## config.mk

```make
export PLATFORM = sky130hd
export DESIGN_NAME = logic_shift_unit
export DESIGN_NICKNAME = d
export VERILOG_FILES = /design/src/rtl/alu_pkg.sv /design/src/rtl/lu_bitwise_core.sv /design/src/rtl/logic_shift_unit.sv
export SDC_FILE = /design/constraint.sdc
export NUM_CORES = 1
export LEC_CHECK = 0
export CAP_MARGIN = 0
export CORE_MARGIN = 5
export CORE_UTILIZATION = 40
export DETAILED_ROUTE_END_ITERATION = 12
export PLACE_DENSITY = 0.63
export SYNTH_ARGS = -nofsm -noshare
export SYNTH_HDL_FRONTEND = slang
export SYNTH_HIERARCHICAL = 1
export SYNTH_SLANG_ARGS = --single-unit
```

## constraint.sdc

```tcl
create_clock -name CLK -period 2.4 [get_ports CLK]
set_input_delay 0.48 -clock CLK [delete_from_list [all_inputs] [get_ports CLK]]
set_output_delay 0.48 -clock CLK [all_outputs]
set_load 0.02 [all_outputs]
```

## src/rtl/alu_pkg.sv

```systemverilog
// Shared ALU definitions: logic-unit opcodes and the logic/shift unit FSM encoding.
package alu_pkg;

  localparam logic [2:0] OP_AND  = 3'b000;
  localparam logic [2:0] OP_OR   = 3'b001;
  localparam logic [2:0] OP_NAND = 3'b010;
  localparam logic [2:0] OP_NOR  = 3'b011;
  localparam logic [2:0] OP_XOR  = 3'b100;
  localparam logic [2:0] OP_XNOR = 3'b101;
  localparam logic [2:0] OP_SHL  = 3'b110;
  localparam logic [2:0] OP_SHR  = 3'b111;

  typedef enum logic [1:0] {
    StIdle  = 2'd0,
    StShift = 2'd1,
    StDone  = 2'd2
  } state_e;

endpackage

```

## src/rtl/lu_bitwise_core.sv

```systemverilog
// Combinational bitwise operations on already zero-extended operands.
module lu_bitwise_core
  import alu_pkg::*;
#(
  parameter int unsigned OUT_WIDTH = 16
) (
  input  logic [OUT_WIDTH-1:0] a,
  input  logic [OUT_WIDTH-1:0] b,
  input  logic [2:0]           op,
  output logic [OUT_WIDTH-1:0] y
);

  always_comb begin
    y = '0;
    unique case (op)
      OP_AND:  y = a & b;
      OP_OR:   y = a | b;
      OP_NAND: y = ~(a & b);
      OP_NOR:  y = ~(a | b);
      OP_XOR:  y = a ^ b;
      OP_XNOR: y = ~(a ^ b);
      default: y = '0;  // shifts are handled by the iterative datapath
    endcase
  end

endmodule

```

## src/rtl/logic_shift_unit.sv

```systemverilog
// ALU logic unit: single-cycle bitwise ops and iterative 1-bit-per-cycle shifts,
// with valid/ready handshakes and a result that holds until accepted.
module logic_shift_unit
  import alu_pkg::*;
#(
  parameter int unsigned IN_WIDTH  = 8,
  parameter int unsigned OUT_WIDTH = 16
) (
  input  logic                 CLK,
  input  logic                 RST,
  input  logic                 clr,
  input  logic                 in_valid,
  output logic                 in_ready,
  input  logic [IN_WIDTH-1:0]  A,
  input  logic [IN_WIDTH-1:0]  B,
  input  logic [2:0]           op,
  output logic                 out_valid,
  input  logic                 out_ready,
  output logic [OUT_WIDTH-1:0] result,
  output logic                 zero,
  output logic                 busy
);

  localparam int unsigned SH_W = $clog2(OUT_WIDTH);

  state_e               state_q, state_d;
  logic [OUT_WIDTH-1:0] result_q, result_d;
  logic                 zero_q, zero_d;
  logic [OUT_WIDTH-1:0] work_q, work_d;
  logic [SH_W-1:0]      cnt_q, cnt_d;
  logic                 dir_q, dir_d;  // 1: shift right

  logic [OUT_WIDTH-1:0] a_ext, b_ext, logic_y, work_shifted;
  logic [SH_W-1:0]      shamt;
  logic                 is_shift;

  assign a_ext    = OUT_WIDTH'(A);
  assign b_ext    = OUT_WIDTH'(B);
  assign shamt    = b_ext[SH_W-1:0];
  assign is_shift = (op == OP_SHL) || (op == OP_SHR);

  lu_bitwise_core #(
    .OUT_WIDTH(OUT_WIDTH)
  ) u_core (
    .a (a_ext),
    .b (b_ext),
    .op(op),
    .y (logic_y)
  );

  assign work_shifted = dir_q ? (work_q >> 1) : (work_q << 1);

  always_comb begin
    state_d  = state_q;
    result_d = result_q;
    zero_d   = zero_q;
    work_d   = work_q;
    cnt_d    = cnt_q;
    dir_d    = dir_q;
    if (clr) begin
      // Flush wins over a same-cycle accept; result and zero are retained.
      state_d = StIdle;
    end else begin
      unique case (state_q)
        StIdle: begin
          if (in_valid) begin
            if (is_shift) begin
              work_d = a_ext;
              cnt_d  = shamt;
              dir_d  = (op == OP_SHR);
              if (shamt == '0) begin
                result_d = a_ext;
                zero_d   = (a_ext == '0);
                state_d  = StDone;
              end else begin
                state_d = StShift;
              end
            end else begin
              result_d = logic_y;
              zero_d   = (logic_y == '0);
              state_d  = StDone;
            end
          end
        end
        StShift: begin
          work_d = work_shifted;
          cnt_d  = cnt_q - SH_W'(1);
          if (cnt_q == SH_W'(1)) begin
            result_d = work_shifted;
            zero_d   = (work_shifted == '0);
            state_d  = StDone;
          end
        end
        StDone: begin
          if (out_ready) begin
            state_d = StIdle;
          end
        end
        default: state_d = StIdle;
      endcase
    end
  end

  always_ff @(posedge CLK or negedge RST) begin
    if (!RST) begin
      state_q  <= StIdle;
      result_q <= '0;
      zero_q   <= 1'b0;
      work_q   <= '0;
      cnt_q    <= '0;
      dir_q    <= 1'b0;
    end else begin
      state_q  <= state_d;
      result_q <= result_d;
      zero_q   <= zero_d;
      work_q   <= work_d;
      cnt_q    <= cnt_d;
      dir_q    <= dir_d;
    end
  end

  assign in_ready  = (state_q == StIdle);
  assign busy      = (state_q == StShift);
  assign out_valid = (state_q == StDone);
  assign result    = result_q;
  assign zero      = zero_q;

endmodule

```

==> results.py <==
metrics = {
    "power": {
        "p_int_w": 0.00168,
        "clkPwrFrac_pct": 22.8,
        "powerDensity_mw_per_mm2": 568,
        "seqPwrFrac_pct": 36.3,
        "ir_drop_uv": 437,
        "power_frac_comb_pct": 40.9,
        "p_leak_nw": 2.17,
        "switchingPower_w": 0.000889,
        "switching_share_pct": 34.6,
    },
    "placed_design": {
        "io_buffers": 43,
        "place_ws_ns": -0.284,
        "place_congestion": 0.905,
        "hpwl_um": 7060,
    },
    "synthesis": {
        "synth_edf_count": 0,
        "yosysSeqAreaShare_pct": 29.2,
        "synth_area_mm2": 0.00343,
        "synth_cells": 411,
        "yosys-top-cells-area": "dfrtp_1 (29%), ha_1 (12%), mux2_2 (4.6%)",
        "yosysUniqueCellTypes": 43,
        "ys.flop_type": "dfrtp_1",
        "async_reset_ff_share_pct": 100,
        "yosysWarnings": 6,
        "syn_area_per_cell_um2": 8.35,
        "synth_most_common_cell": "nor2_1",
        "ys_ff_latch": 40,
        "yosys.area.top_type_share_pct": 29.2,
        "synthTopCellsByCount": "nor2_1 (42), dfrtp_1 (40), nand2_1 (39)",
        "synth_top_cell_by_area": "dfrtp_1",
    },
    "floorplanning": {
        "die_h_um": 103,
        "coreArea_mm2": 0.00830,
        "die_w_um": 103,
        "design.portCount": 44,
        "rows": 33,
        "initial_core_util_pct": 41.4,
        "dieArea_mm2": 0.0105,
    },
    "worst_setup_path": {
        "crit_required_ns": 2.58,
        "max_stage_delay_ns": 0.49,
        "crit_type": "primary input to flip-flop",
        "end_kind": "flip-flop",
        "cp_slowest_cell": "o311ai_1",
        "worstPathArrival_ns": 2.49,
        "crit_chain": "clkdlybuf4s50_1 -> or2_2 -> o311ai_1 -> nor4_2 -> nand4_1 -> nor3_1 -> o32a_1",
        "cp_max_fo": 13,
        "worstSetupStartpointType": "primary input",
    },
    "drt": {
        "totalWireLength_um": 8850,
        "vias": 3215,
        "viasPerCell": 5.10,
        "wl_per_cell_um": 14.0,
        "drt_first_pass_iters": 4,
        "drtAntennaViolNets": 0,
        "drc_errors": 0,
        "drt_iter0_drc": 95,
    },
    "global_route": {
        "grt_overflow": 0,
        "grt_max_degree": 34,
        "antenna_found_initial": 0,
        "grt_pass1_vias": 3099,
        "grt_use_total_pct": 17.2,
        "grt_first_pass_wirelength_um": 14500,
    },
    "sta": {
        "max_freq_mhz": 433,
        "fin_crit_sh_pct": 96.2,
        "hold_violations": 0,
        "rsz0062_at_grt": "false",
        "maxSlewViolCount": 0,
        "worst_clock_skew_ns": 0.00658,
        "finalSetupViolations": 0,
        "timing.hold.ws_ns": 0.144,
        "worstMarginPinSlew_ns": 0.566,
        "timing.final.ws_setup_ns": 0.0908,
        "max_slew_margin_pct": 62.1,
        "period_minus_slack_ns": 2.31,
    },
    "cts": {
        "post_cts_buffers": 0,
        "clock_latency_ns": 0.29,
        "cts_tree": "done",
        "clockRootBuffer": "clkbuf_8",
        "ctsLongestPathBuffers": 2,
        "clkSlewWorstSetupHoldPaths_ns": 0.08,
        "htreeDepth": 2,
        "cts_inserted_buffers": 5,
        "cts.sinks": 40,
    },
    "final_layout": {
        "seq_area_mm2": 0.00100,
        "drive_gt1_share_pct": 16.8,
        "nNetsFinal": 582,
        "diodes": 0,
        "multi_input_area_mm2": 0.00229,
        "num-fill-cells": 782,
        "area_delta_synth_final_pct": 31.8,
    },
    "worst_hold_path": {
        "hp-class": "primary input to asynchronous set/reset pin",
    },
    "run_status": {
        "status": "finished clean",
    },
    "flow_run": {
        "drv_cap": 0,
    },
}
## worst paths after layout
kind,slack (ns),end,startpoint,depth (start not counted)
worst max-delay path,0.09,zero,op[1],7
worst min register to register,0.49,result[5],result[5],1
worst max register to register,0.55,result[3],state_q[1],5
max in group asynchronous,1.60,result[15],RST,2
min in group CLK,0.49,result[5],result[5],1
worst min-delay path,0.14,cnt_q[2],RST,1
## power groups by stage
stage                     clock network [W]  logic [W]  registers, W
after global placement                    0    0.00102      0.000940
after detailed placement                  0    0.00104      0.000944
after global routing               0.000632    0.00116      0.000954
after floorplan                           0   0.000500       0.00102
after CTS                          0.000602    0.00104      0.000933
final                              0.000585    0.00105      0.000934
## state kept, by name, indices dropped and copies added, names as in the netlist
signal and cells:
cnt_q 4, dir_q 1, result 16, state_q 2, work_q 16, zero 1
## placed cells by master, fill, tap and decap left out, types with 11 or more instances in the layout
| cell | Yosys | final |
|---|---|---|
| ha_1 | 34 | 34 |
| buf_4 | 2 | 55 |
| dfrtp_1 | 40 | 40 |
| and2_1 | 12 | 12 |
| xor2_1 | 16 | 16 |
| nor2_1 | 42 | 42 |
| inv_1 | 35 | 35 |
| o21ai_0 | 19 | 18 |
| clkdlybuf4s50_1 | 0 | 41 |
| nand2_1 | 39 | 39 |
| a21oi_1 | 26 | 26 |
| o311ai_1 | 11 | 11 |
| conb_1 | 1 | 32 |
| mux2_2 | 14 | 14 |
| nand2b_1 | 12 | 12 |
## cell families (layout without fill, tap and decap cells)
kind of cell | count (synthesis) | in the layout | synth area share (%)
compound gates | 92 | 92 | 17.8
xor+xnor | 16 | 16 | 4.08
fa+ha+maj | 34 | 34 | 12.4
buf+inv | 59 | 142 | 8.31
flops | 40 | 40 | 29.2
mux | 23 | 23 | 7.29
other cells | 1 | 32 | 0.109
simple gates | 146 | 146 | 20.9
## metrics by stage
step	utilization (%)	area, µm²	cells	setup TNS, ns	power (W)
after floorplan	-	3550	442	0	0.00152
after global placement	52.8	4380	622	-0.983	0.00196
after detailed placement	52.8	4380	622	-1.18	0.00198
after CTS	54.2	4500	630	0	0.00258
after global routing	54.5	4520	630	0	0.00275
final	54.5	4520	630	0	0.00257
## critical path, delay by kind of cell
| family | cells | cell delay, ns |
|---|---|---|
| AOI/OAI and AO/OA | 2 | 0.84 |
| and+or+nand+nor | 4 | 0.71 |
| buffers and inverters | 1 | 0.46 |
## area by class of cell
cell class | instances | area share, %
Clock buffer | 6 | 1.83
Clock inverter | 2 | 0.857
Inverter | 35 | 2.90
Multi-Input combinational cell | 343 | 50.5
Sequential cell | 40 | 22.1
Tap cell | 105 | 2.90
Timing Repair Buffer | 99 | 18.9
## layer usage
layer | routed length, µm | GRT usage, % | vias up | part of all wire, %
met4 | 119 | 3.13 | 0 | 1.3
met1 | 4060 | 22.1 | 1536 | 46
met5 | 0 | 0 | - | 0
li1 | - | - | 1612 | -
met3 | 363 | 3.11 | 8 | 4.1
met2 | 4300 | 30.5 | 59 | 49
## timing repair
item,4_1_cts,5_1_grt
setup endpoints to repair,0,1
resized for setup,0,6
hold buffers,0,0
No activity file was read; power rests on OpenSTA's default activity.
